## config.mk

```make
export PLATFORM = sky130hd
export DESIGN_NAME = uart_tx_block
export DESIGN_NICKNAME = d
export VERILOG_FILES = /design/src/rtl/uart_tx_block.sv
export SDC_FILE = /design/constraint.sdc
export NUM_CORES = 1
export LEC_CHECK = 0
export ABC_AREA = 0
export CAP_MARGIN = 0
export CORE_UTILIZATION = 52
export CTS_CLUSTER_DIAMETER = 150
export DETAILED_ROUTE_END_ITERATION = 12
export PLACE_DENSITY = 0.79
export SYNTH_ARGS = -nofsm -noshare
export SYNTH_HDL_FRONTEND = slang
export SYNTH_SLANG_ARGS = --single-unit
```

## constraint.sdc

```tcl
create_clock -name clk -period 1.9 [get_ports clk]
set_input_delay 0.475 -clock clk [delete_from_list [all_inputs] [get_ports clk]]
set_output_delay 0.475 -clock clk [all_outputs]
set_load 0.02 [all_outputs]
```

## src/rtl/uart_tx_block.sv

```systemverilog
// uart_tx_block: 8N1 UART transmitter that streams one fixed-size block
// of bytes out of a synchronous-read byte RAM.
// - A start request fetches bytes 0..NUM_PACKETS-1 in order.
// - Each byte is sent LSB first.
// - packet_en pulses when a byte's stop bit completes.
// - buffer_finish pulses with the final byte's packet_en.
module uart_tx_block #(
  parameter int CLK_FREQ    = 12_000_000,
  parameter int BAUD        = 115_200,
  parameter int NUM_PACKETS = 256,
  localparam int ADDR_BITS  = (NUM_PACKETS > 1) ? $clog2(NUM_PACKETS) : 1
) (
  input  logic                 clk,
  input  logic                 n_rst,
  input  logic                 start,
  output logic                 busy,
  output logic [ADDR_BITS-1:0] rd_addr,
  input  logic [7:0]           rd_data,
  output logic                 packet_en,
  output logic [ADDR_BITS-1:0] packet_count,
  output logic                 buffer_finish,
  output logic                 tx
);

  // Clock cycles per serial bit.
  localparam int CLKS_PER_BIT = CLK_FREQ / BAUD;

  // The baud counter only has to reach CLKS_PER_BIT-1.
  localparam int CNT_BITS = (CLKS_PER_BIT > 2) ? $clog2(CLKS_PER_BIT) : 1;

  localparam logic [CNT_BITS-1:0]  BAUD_LAST = CNT_BITS'(CLKS_PER_BIT - 1);
  localparam logic [ADDR_BITS-1:0] LAST_ADDR = ADDR_BITS'(NUM_PACKETS - 1);

  typedef enum logic [2:0] {
    S_IDLE,
    S_FETCH,
    S_LOAD,
    S_START_BIT,
    S_DATA,
    S_STOP_BIT
  } state_t;

  state_t                 state_reg,    state_next;
  logic [CNT_BITS-1:0]    baud_cnt_reg, baud_cnt_next;
  logic [2:0]             bit_idx_reg,  bit_idx_next;
  logic [7:0]             data_reg,     data_next;
  logic [ADDR_BITS-1:0]   rd_addr_reg,  rd_addr_next;
  logic                   busy_reg,     busy_next;
  logic                   tx_reg,       tx_next;

  logic baud_last;
  logic last_byte;

  // End of the current bit period.
  assign baud_last = (baud_cnt_reg == BAUD_LAST);

  // Marks the final byte of the block.
  // The address increment is gated on it, so the address never wraps.
  assign last_byte = (rd_addr_reg == LAST_ADDR);

  assign busy         = busy_reg;
  assign rd_addr      = rd_addr_reg;
  assign packet_count = rd_addr_reg;
  assign tx           = tx_reg;

  // State and datapath registers.
  // The asynchronous reset forces tx high immediately, even mid-frame.
  always_ff @(posedge clk or negedge n_rst) begin
    if (!n_rst) begin
      state_reg    <= S_IDLE;
      baud_cnt_reg <= '0;
      bit_idx_reg  <= '0;
      data_reg     <= '0;
      rd_addr_reg  <= '0;
      busy_reg     <= 1'b0;
      tx_reg       <= 1'b1;
    end else begin
      state_reg    <= state_next;
      baud_cnt_reg <= baud_cnt_next;
      bit_idx_reg  <= bit_idx_next;
      data_reg     <= data_next;
      rd_addr_reg  <= rd_addr_next;
      busy_reg     <= busy_next;
      tx_reg       <= tx_next;
    end
  end

  // Next-state logic and the per-byte strobes.
  // The line level is derived from the state being entered,
  // so tx is always registered.
  always_comb begin
    state_next    = state_reg;
    baud_cnt_next = baud_cnt_reg;
    bit_idx_next  = bit_idx_reg;
    data_next     = data_reg;
    rd_addr_next  = rd_addr_reg;
    busy_next     = busy_reg;
    packet_en     = 1'b0;
    buffer_finish = 1'b0;
    tx_next       = 1'b1;

    case (state_reg)
      S_IDLE: begin
        if (start) begin
          rd_addr_next = '0;
          busy_next    = 1'b1;
          state_next   = S_FETCH;
        end
      end

      // The RAM samples rd_addr during this cycle.
      S_FETCH: begin
        state_next = S_LOAD;
      end

      // RAM output is valid now; capture it and start the bit timer.
      S_LOAD: begin
        data_next     = rd_data;
        baud_cnt_next = '0;
        state_next    = S_START_BIT;
      end

      S_START_BIT: begin
        if (baud_last) begin
          baud_cnt_next = '0;
          bit_idx_next  = '0;
          state_next    = S_DATA;
        end else begin
          baud_cnt_next = baud_cnt_reg + 1'b1;
        end
      end

      S_DATA: begin
        if (baud_last) begin
          baud_cnt_next = '0;
          data_next     = {1'b0, data_reg[7:1]};
          if (bit_idx_reg == 3'd7) begin
            state_next = S_STOP_BIT;
          end else begin
            bit_idx_next = bit_idx_reg + 3'd1;
          end
        end else begin
          baud_cnt_next = baud_cnt_reg + 1'b1;
        end
      end

      S_STOP_BIT: begin
        if (baud_last) begin
          baud_cnt_next = '0;
          packet_en     = 1'b1;
          if (last_byte) begin
            buffer_finish = 1'b1;
            busy_next     = 1'b0;
            state_next    = S_IDLE;
          end else begin
            rd_addr_next = rd_addr_reg + ADDR_BITS'(1);
            state_next   = S_FETCH;
          end
        end else begin
          baud_cnt_next = baud_cnt_reg + 1'b1;
        end
      end

      default: begin
        state_next = S_IDLE;
      end
    endcase

    case (state_next)
      S_START_BIT: tx_next = 1'b0;
      S_DATA:      tx_next = data_next[0];
      default:     tx_next = 1'b1;
    endcase
  end

endmodule

```

==> impl_results.md, run 1 <==
- Starting density of the core: 56.4%
- Antenna cells: 0
- Worst hold path class: register to register
- Commonest cells after routing, fill and taps aside: 37 x buf_4, 30 x dfrtp_1, 12 x nand2_1
- CP Cell Sequence: and4bb_4, nand4_4, nor2_4, buf_6
- Total Routing Usage GR: 25.5%
- Vias in the first global route: 1482
- Fill count: roughly 220
- Mapped Area: 1770 um^2
- Fraction of registers with async set/reset: 100%
- Syn Nets: 190
- Die area: 3630 um^2
- Failing checks: setup timing
- Synth Instances: 175
- RSZ-0062 raised after global routing: yes
- Routability Congestion: about 0.86
- Final Util: 77.2%
- FP Rows: 20
- Largest net degree at the start of global routing: 32
- Worst EP required: 1420 ps
- Post-synth EDFFs: 0
- Vias: between 1500 and 2000
- Worst vdd ir: between 0.5 and 0.6 mV
- Wire length per cell: 15.1 um
- DRT Pass-1 Iters: 5
- Slew Limit Fails: 0
- Top Family by Delay on Critical Path: simple AND/OR/NAND/NOR gates
- Clock Pin Slew Worst Setup and Hold Paths: about 100 ps
- IO Pins: 31
- Final setup violation count: 2
- Worst Max-Slew Pin Slew: 485 ps
- Initial drt markers: 106
- Grt peak-use layer: met2
- Met1 Usage GRT: 31.6%
- Max stage delay on crit path: ~400 ps
- Critical path capture point type: output pin
- Die H: 60.3 um
- Via density: 5.86
- Relative slew slack: 67.5%
- Clock latency on the worst-skew pair: about 330 ps
- Synth cell types: 49
- CORE AREA: 3130 um^2
- Num Clock Sinks: 31
- CTS Buf Count: 5
- Leakage Power: around 1.1 nW
- Drt drc: 0
- Post-DP HPWL: ~3.1 mm
- Crit path buf inv count: 1
- Total global routing overflow: 0
- Max cap viols: 0
- Dominant synthesized flop cell: dfrtp_1
- CP Class: register to output pin
- Crit share post-route: 103%
- Area delta synth->final: 36.7%
- Share of cells above drive strength 1: between 20% and 30%
- CTS Buffer Depth: 2
- Minimum clock period: roughly 2000 ps
- CTS H-tree lvls: 2
- Root buf cell: clkbuf_4
- CTS tree: done
- Startpoint class of the critical path: register
- Fin Setup TNS: -86.9 ps
- Critical-path maximum fanout: 3
- CP arrival: 1480 ps
- Grt met3 use: 6.93%
- Antenna violations before repair: 0
- Nets@finish: 250
- ANT nets after route: 0
- Crit-path slowest cell: dfrtp_1
- Post-DP Area: 2290 um^2
- Port-buffer cells: 30
- Setup Skew: 7.03 ps
- Die width: 60.3 um
- Final worst slack: -56.7 ps
- Met2 Track Usage GR: around 43%
- Sequential fraction of the synthesis area: 44.0%
- Routed WL: 4.21 mm
- Mean Syn Cell Area: 10.1 um^2
- Pwr dens: 514 nW/um^2
- Worst slack at placement: -205 ps
- Final Hold Violating Endpoints: 0
- Seq cells post-synth: 31
- Most common cell after layout, fill and taps aside: buf_4
- Synth warn: 0
- First-pass GRT wire length: 6.76 mm
- Max Freq: 511 MHz
- Design Area, Final: 2410 um^2
- Outcome: complete, but fails checks
-- area by class of cell --
| class | instances | area (um^2) | area share (%) |
|---|---|---|---|
| tap | 44 | 55.1 | 2.28 |
| sequential | 31 | 777 | 32.2 |
| timing repair buffer | 66 | 571 | 23.6 |
| clock buffer | 8 | 68.8 | 2.85 |
| multi-input combinational | 126 | 923 | 38.3 |
| inverter | 5 | 18.8 | 0.778 |
-- cell usage after synthesis (2+ instances only) --
library cell | count | area share [%]
dfrtp_1 | 30 | 43
nand2_1 | 12 | 2.6
nor2_1 | 12 | 2.6
nand3_1 | 11 | 3.1
a22o_1 | 9 | 4.5
a21o_1 | 8 | 3.4
buf_4 | 8 | 3.4
a21oi_1 | 7 | 2.0
o21ai_0 | 6 | 1.7
buf_2 | 5 | 1.4
inv_1 | 5 | 1.1
or4_1 | 5 | 2.1
ha_1 | 4 | 2.8
o31ai_1 | 4 | 1.7
and2_1 | 3 | 1.1
nor3_1 | 3 | 0.85
o41ai_1 | 3 | 1.5
a211oi_1 | 2 | 0.85
a22oi_1 | 2 | 0.85
and3_1 | 2 | 0.71
mux2_2 | 2 | 1.3
mux2i_1 | 2 | 1.1
nand3b_1 | 2 | 0.85
nand4_1 | 2 | 0.71
o311ai_1 | 2 | 0.99
-- repair_timing --
action / 4_1_cts / 5_1_grt
setup buffers: 1 / 2
pin swaps: 0 / 5
hold buffers: 0 / 0
setup endpoints to repair: 13 / 17
resized for setup: 25 / 10
hold endpoints to repair: 0 / 0
-- through the flow --
| stage | total power, mW | hold slack [ps] | instances |
|---|---|---|---|
| detailed placement | 0.819 | 470 | 269 |
| global placement | 0.815 | 459 | 269 |
| CTS | 1.25 | 491 | 278 |
| floorplan | 0.746 | 179 | 175 |
| finish | 1.24 | 488 | 280 |
| global route | 1.30 | 506 | 280 |
-- report_power, final --
part | total (mW) | internal (mW) | switching [mW]
Combinational | 0.116 | 0.0578 | 0.0579
Sequential | 0.684 | 0.676 | 0.00877
Clock | 0.440 | 0.218 | 0.223
-- cell families after synthesis --
| logic type | share of synthesized area (%) |
|---|---|
| simple gates | 24.0 |
| compound gates | 20.4 |
| flops | 44.0 |
| buf+inv | 5.88 |
| mux | 2.41 |
| fa+ha+maj | 2.83 |
| xor+xnor | 0.496 |
-- final timing paths --
check / startpoint / endpoint / slack, ps / cells past startpoint
worst max-delay path: baud_cnt_reg[3] / buffer_finish / -60 / 4
worst min-delay path: data_reg[4] / data_reg[4] / 490 / 1
worst max register to register: baud_cnt_reg[3] / packet_count[3] / 70 / 5
worst min register to register: data_reg[4] / data_reg[4] / 490 / 1
max in group asynchronous: n_rst / tx / 1050 / 2
min in group asynchronous: n_rst / bit_idx_reg[1] / 530 / 2
-- layer usage --
| layer | part of all wire, % | vias to the layer above |
|---|---|---|
| li1 | - | 780 |
| met1 | 43 | 807 |
| met2 | 52 | 48 |
| met3 | 3.9 | 7 |
| met4 | 1.4 | 0 |
| met5 | 0 | - |
(Power assumes the default switching activity.)
==> run 2: changes to the inputs <==
--- a/config.mk
+++ b/config.mk
@@ -11,6 +11,7 @@
 export CTS_CLUSTER_DIAMETER = 150
 export DETAILED_ROUTE_END_ITERATION = 12
 export PLACE_DENSITY = 0.79
+export SLEW_MARGIN = 25
 export SYNTH_ARGS = -nofsm -noshare
 export SYNTH_HDL_FRONTEND = slang
 export SYNTH_SLANG_ARGS = --single-unit
==> results of run 2 <==
Same layout as run 1: the final DEF is identical, and so are final timing and power.
==> run 3: changes to the inputs <==
--- a/config.mk
+++ b/config.mk
@@ -7,10 +7,11 @@
 export LEC_CHECK = 0
 export ABC_AREA = 0
 export CAP_MARGIN = 0
-export CORE_UTILIZATION = 52
+export CORE_UTILIZATION = 55
 export CTS_CLUSTER_DIAMETER = 150
 export DETAILED_ROUTE_END_ITERATION = 12
-export PLACE_DENSITY = 0.79
+export DONT_BUFFER_PORTS = 1
+export PLACE_DENSITY = 0.7
 export SLEW_MARGIN = 25
 export SYNTH_ARGS = -nofsm -noshare
 export SYNTH_HDL_FRONTEND = slang
==> run 3 against run 2 <==
The run still ends with setup timing left. First-iteration DRC count increased by 2.8%. Sequential share of layout area increased by 5.1 points. Worst setup slack improved by 17 ps. Global-route usage decreased by 0.76 points. Combinational power decreased by 35%. Total power increased by 5.6%. Critical endpoint unchanged. Highest routed layer unchanged.
==> impl_results.md, run 3 (same netlist as run 1, synthesis figures left out) <==
- Outcome: complete, but fails checks (unchanged)
- Failing checks: setup timing (unchanged)
- Final Hold Violating Endpoints: 0 (unchanged)
- Commonest cells after routing, fill and taps aside: 29 x dfrtp_1, 25 x buf_4, 12 x nand2_1, 11 x nor2_1, 10 x nand3_1 (was 37 x buf_4, 30 x dfrtp_1, 12 x nand2_1)
- Worst slack at placement: 62.1 ps (was -205 ps)
- Crit share post-route: 102% (was 103%)
- DRT Pass-1 Iters: 4 (was 5)
- Worst Max-Slew Pin Slew: 503 ps (was 485 ps)
- Minimum clock period: 1940 ps (was 1960 ps)
- Clock latency on the worst-skew pair: 340 ps (was 330 ps)
- Clock Pin Slew Worst Setup and Hold Paths: 100 ps (about the same)
- Die width: 58.7 um (was 60.3 um)
- Worst Hold Launch: rd_data[7] (was data_reg[4])
- Root buf cell: clkbuf_4 (unchanged)
- CTS H-tree lvls: 2 (unchanged)
- FP Rows: 20 (unchanged)
- Routed WL: 3.86 mm (was 4.21 mm)
- Leakage Power: 0.890 nW (was 1.13 nW)
- Starting density of the core: 57.8% (was 56.4%)
- Die H: 58.7 um (was 60.3 um)
- Final setup violation count: 1 (was 2)
- Critical path capture point type: output pin (unchanged)
- Fin Setup TNS: -40.2 ps (was -86.9 ps)
- CORE AREA: 3050 um^2 (was 3130 um^2)
- Relative slew slack: 66.4% (was 67.5%)
- ANT nets after route: 0 (unchanged)
- Worst hold path class: input port to register (was register to register)
- Initial drt markers: 109 (was 106)
- Final Util: 68.3% (was 77.2%)
- CTS Buf Count: 5 (unchanged)
- Antenna violations before repair: 0 (unchanged)
- CP arrival: 1470 ps (was 1480 ps)
- R2R Path Start: baud_cnt_reg[4] (was baud_cnt_reg[3])
- CTS Buffer Depth: 2 (unchanged)
- First-pass GRT wire length: 6.42 mm (was 6.76 mm)
- Nets@finish: 211 (was 250)
- Final worst slack: -40.2 ps (was -56.7 ps)
- Max Freq: 515 MHz (was 511 MHz)
- Total Routing Usage GR: 24.8% (was 25.5%)
- Largest net degree at the start of global routing: 32 (unchanged)
- Via density: 6.14 (was 5.86)
- Wire length per cell: 16.0 um (was 15.1 um)
- Pwr dens: 628 nW/um^2 (was 514 nW/um^2)
- RSZ-0062 raised after global routing: yes (unchanged)
- Worst EP required: 1420 ps (about the same)
- Num Clock Sinks: 31 (unchanged)
- Worst vdd ir: 0.429 mV (was 0.513 mV)
- CP Class: register to output pin (unchanged)
- Critical-path maximum fanout: 3 (unchanged)
- Worst Setup SP: packet_count[1] (was baud_cnt_reg[3])
- Most common cell after layout, fill and taps aside: dfrtp_1 (was buf_4)
- Slew Limit Fails: 0 (unchanged)
- Drt drc: 0 (unchanged)
- Startpoint class of the critical path: register (unchanged)
- Total global routing overflow: 0 (unchanged)
- CTS tree: done (unchanged)
- Share of cells above drive strength 1: 27.4% (was 26.3%)
- IO Pins: 31 (unchanged)
- Port-buffer cells: 0 (was 30)
- Vias in the first global route: 1471 (was 1482)
- Max cap viols: 0 (unchanged)
- Routability Congestion: 0.826 (was 0.861)
- Die area: 3440 um^2 (was 3630 um^2)
- Post-DP HPWL: 2.62 mm (was 3.06 mm)
- Vias: 1479 (was 1642)
- Antenna cells: 0 (unchanged)
- Area delta synth->final: 18.1% (was 36.7%)
- Setup Skew: 8.75 ps (was 7.03 ps)
run 3: cell types whose count changed in the layout (fill, tap and decap cells not counted), moves of 6 or more:
| cell | previous run | this run |
|---|---|---|
| dlymetal6s2s_1 | 6 | 0 |
| clkdlybuf4s50_1 | 11 | 0 |
| dlygate4sd2_1 | 11 | 0 |
| buf_4 | 37 | 25 |
run 3: through the flow:
step / instances / area [um^2] / hold WS [ps] / total power, mW
2_1_floorplan: 175 / 1770 / 179 / 0.746
3_3_place_gp: 223 / 1870 / 180 / 0.753
3_5_place_dp: 223 / 1870 / 180 / 0.755
4_1_cts: 239 / 2060 / 238 / 1.33
5_1_grt: 241 / 2080 / 242 / 1.36
6_report: 241 / 2080 / 257 / 1.31
run 3: where the power goes:
part | leakage, nW | internal (mW) | switching, mW
sequential | 0.354 | 0.676 | 0.0105
combinational | 0.487 | 0.0261 | 0.0490
clock | 0.0482 | 0.311 | 0.238
run 3: cell type report:
class | count | area, um^2
well taps | 44 | 55.1
repair buffers | 27 | 218
fillers | 262 | 968
inverters | 5 | 22.5
clock buffers | 6 | 51.3
flip-flops and latches | 31 | 778
clock inverters | 2 | 35.0
multi-input cells | 126 | 925
run 3: what timing repair did:
| action | CTS | global route |
|---|---|---|
| hold buffers | 2 | 0 |
| setup buffers | 6 | 2 |
| setup endpoints to repair | 2 | 3 |
| cloned | 0 | 0 |
| pin swaps | 3 | 4 |
| hold endpoints to repair | 31 | 0 |
| gates resized for setup | 9 | 2 |
run 3: metal layers:
metal	global-route usage [%]	wire length, um	up-vias	share of wire [%]
li1	-	-	702	-
met3	7.47	249	3	6.5
met2	42.4	1900	55	49
met5	0	0	-	0
met4	9.18	32	0	0.83
met1	29.6	1670	719	43
run 3: path summary, 6_finish.rpt:
kind	to	slack, ps	cells past startpoint
max	buffer_finish	-40	4
min	data_reg[7]	260	2
max reg2reg	packet_count[4]	100	5
min reg2reg	data_reg[6]	490	1
max in group asynchronous	tx	1090	2
min in group asynchronous	packet_count[0]	570	2
run 3: critical path, stage by stage, from the launching register on:
cell	delay [ps]
dfrtp_1	370
ha_2	210
nand3_2	80
or2_4	280
nor2_4	190
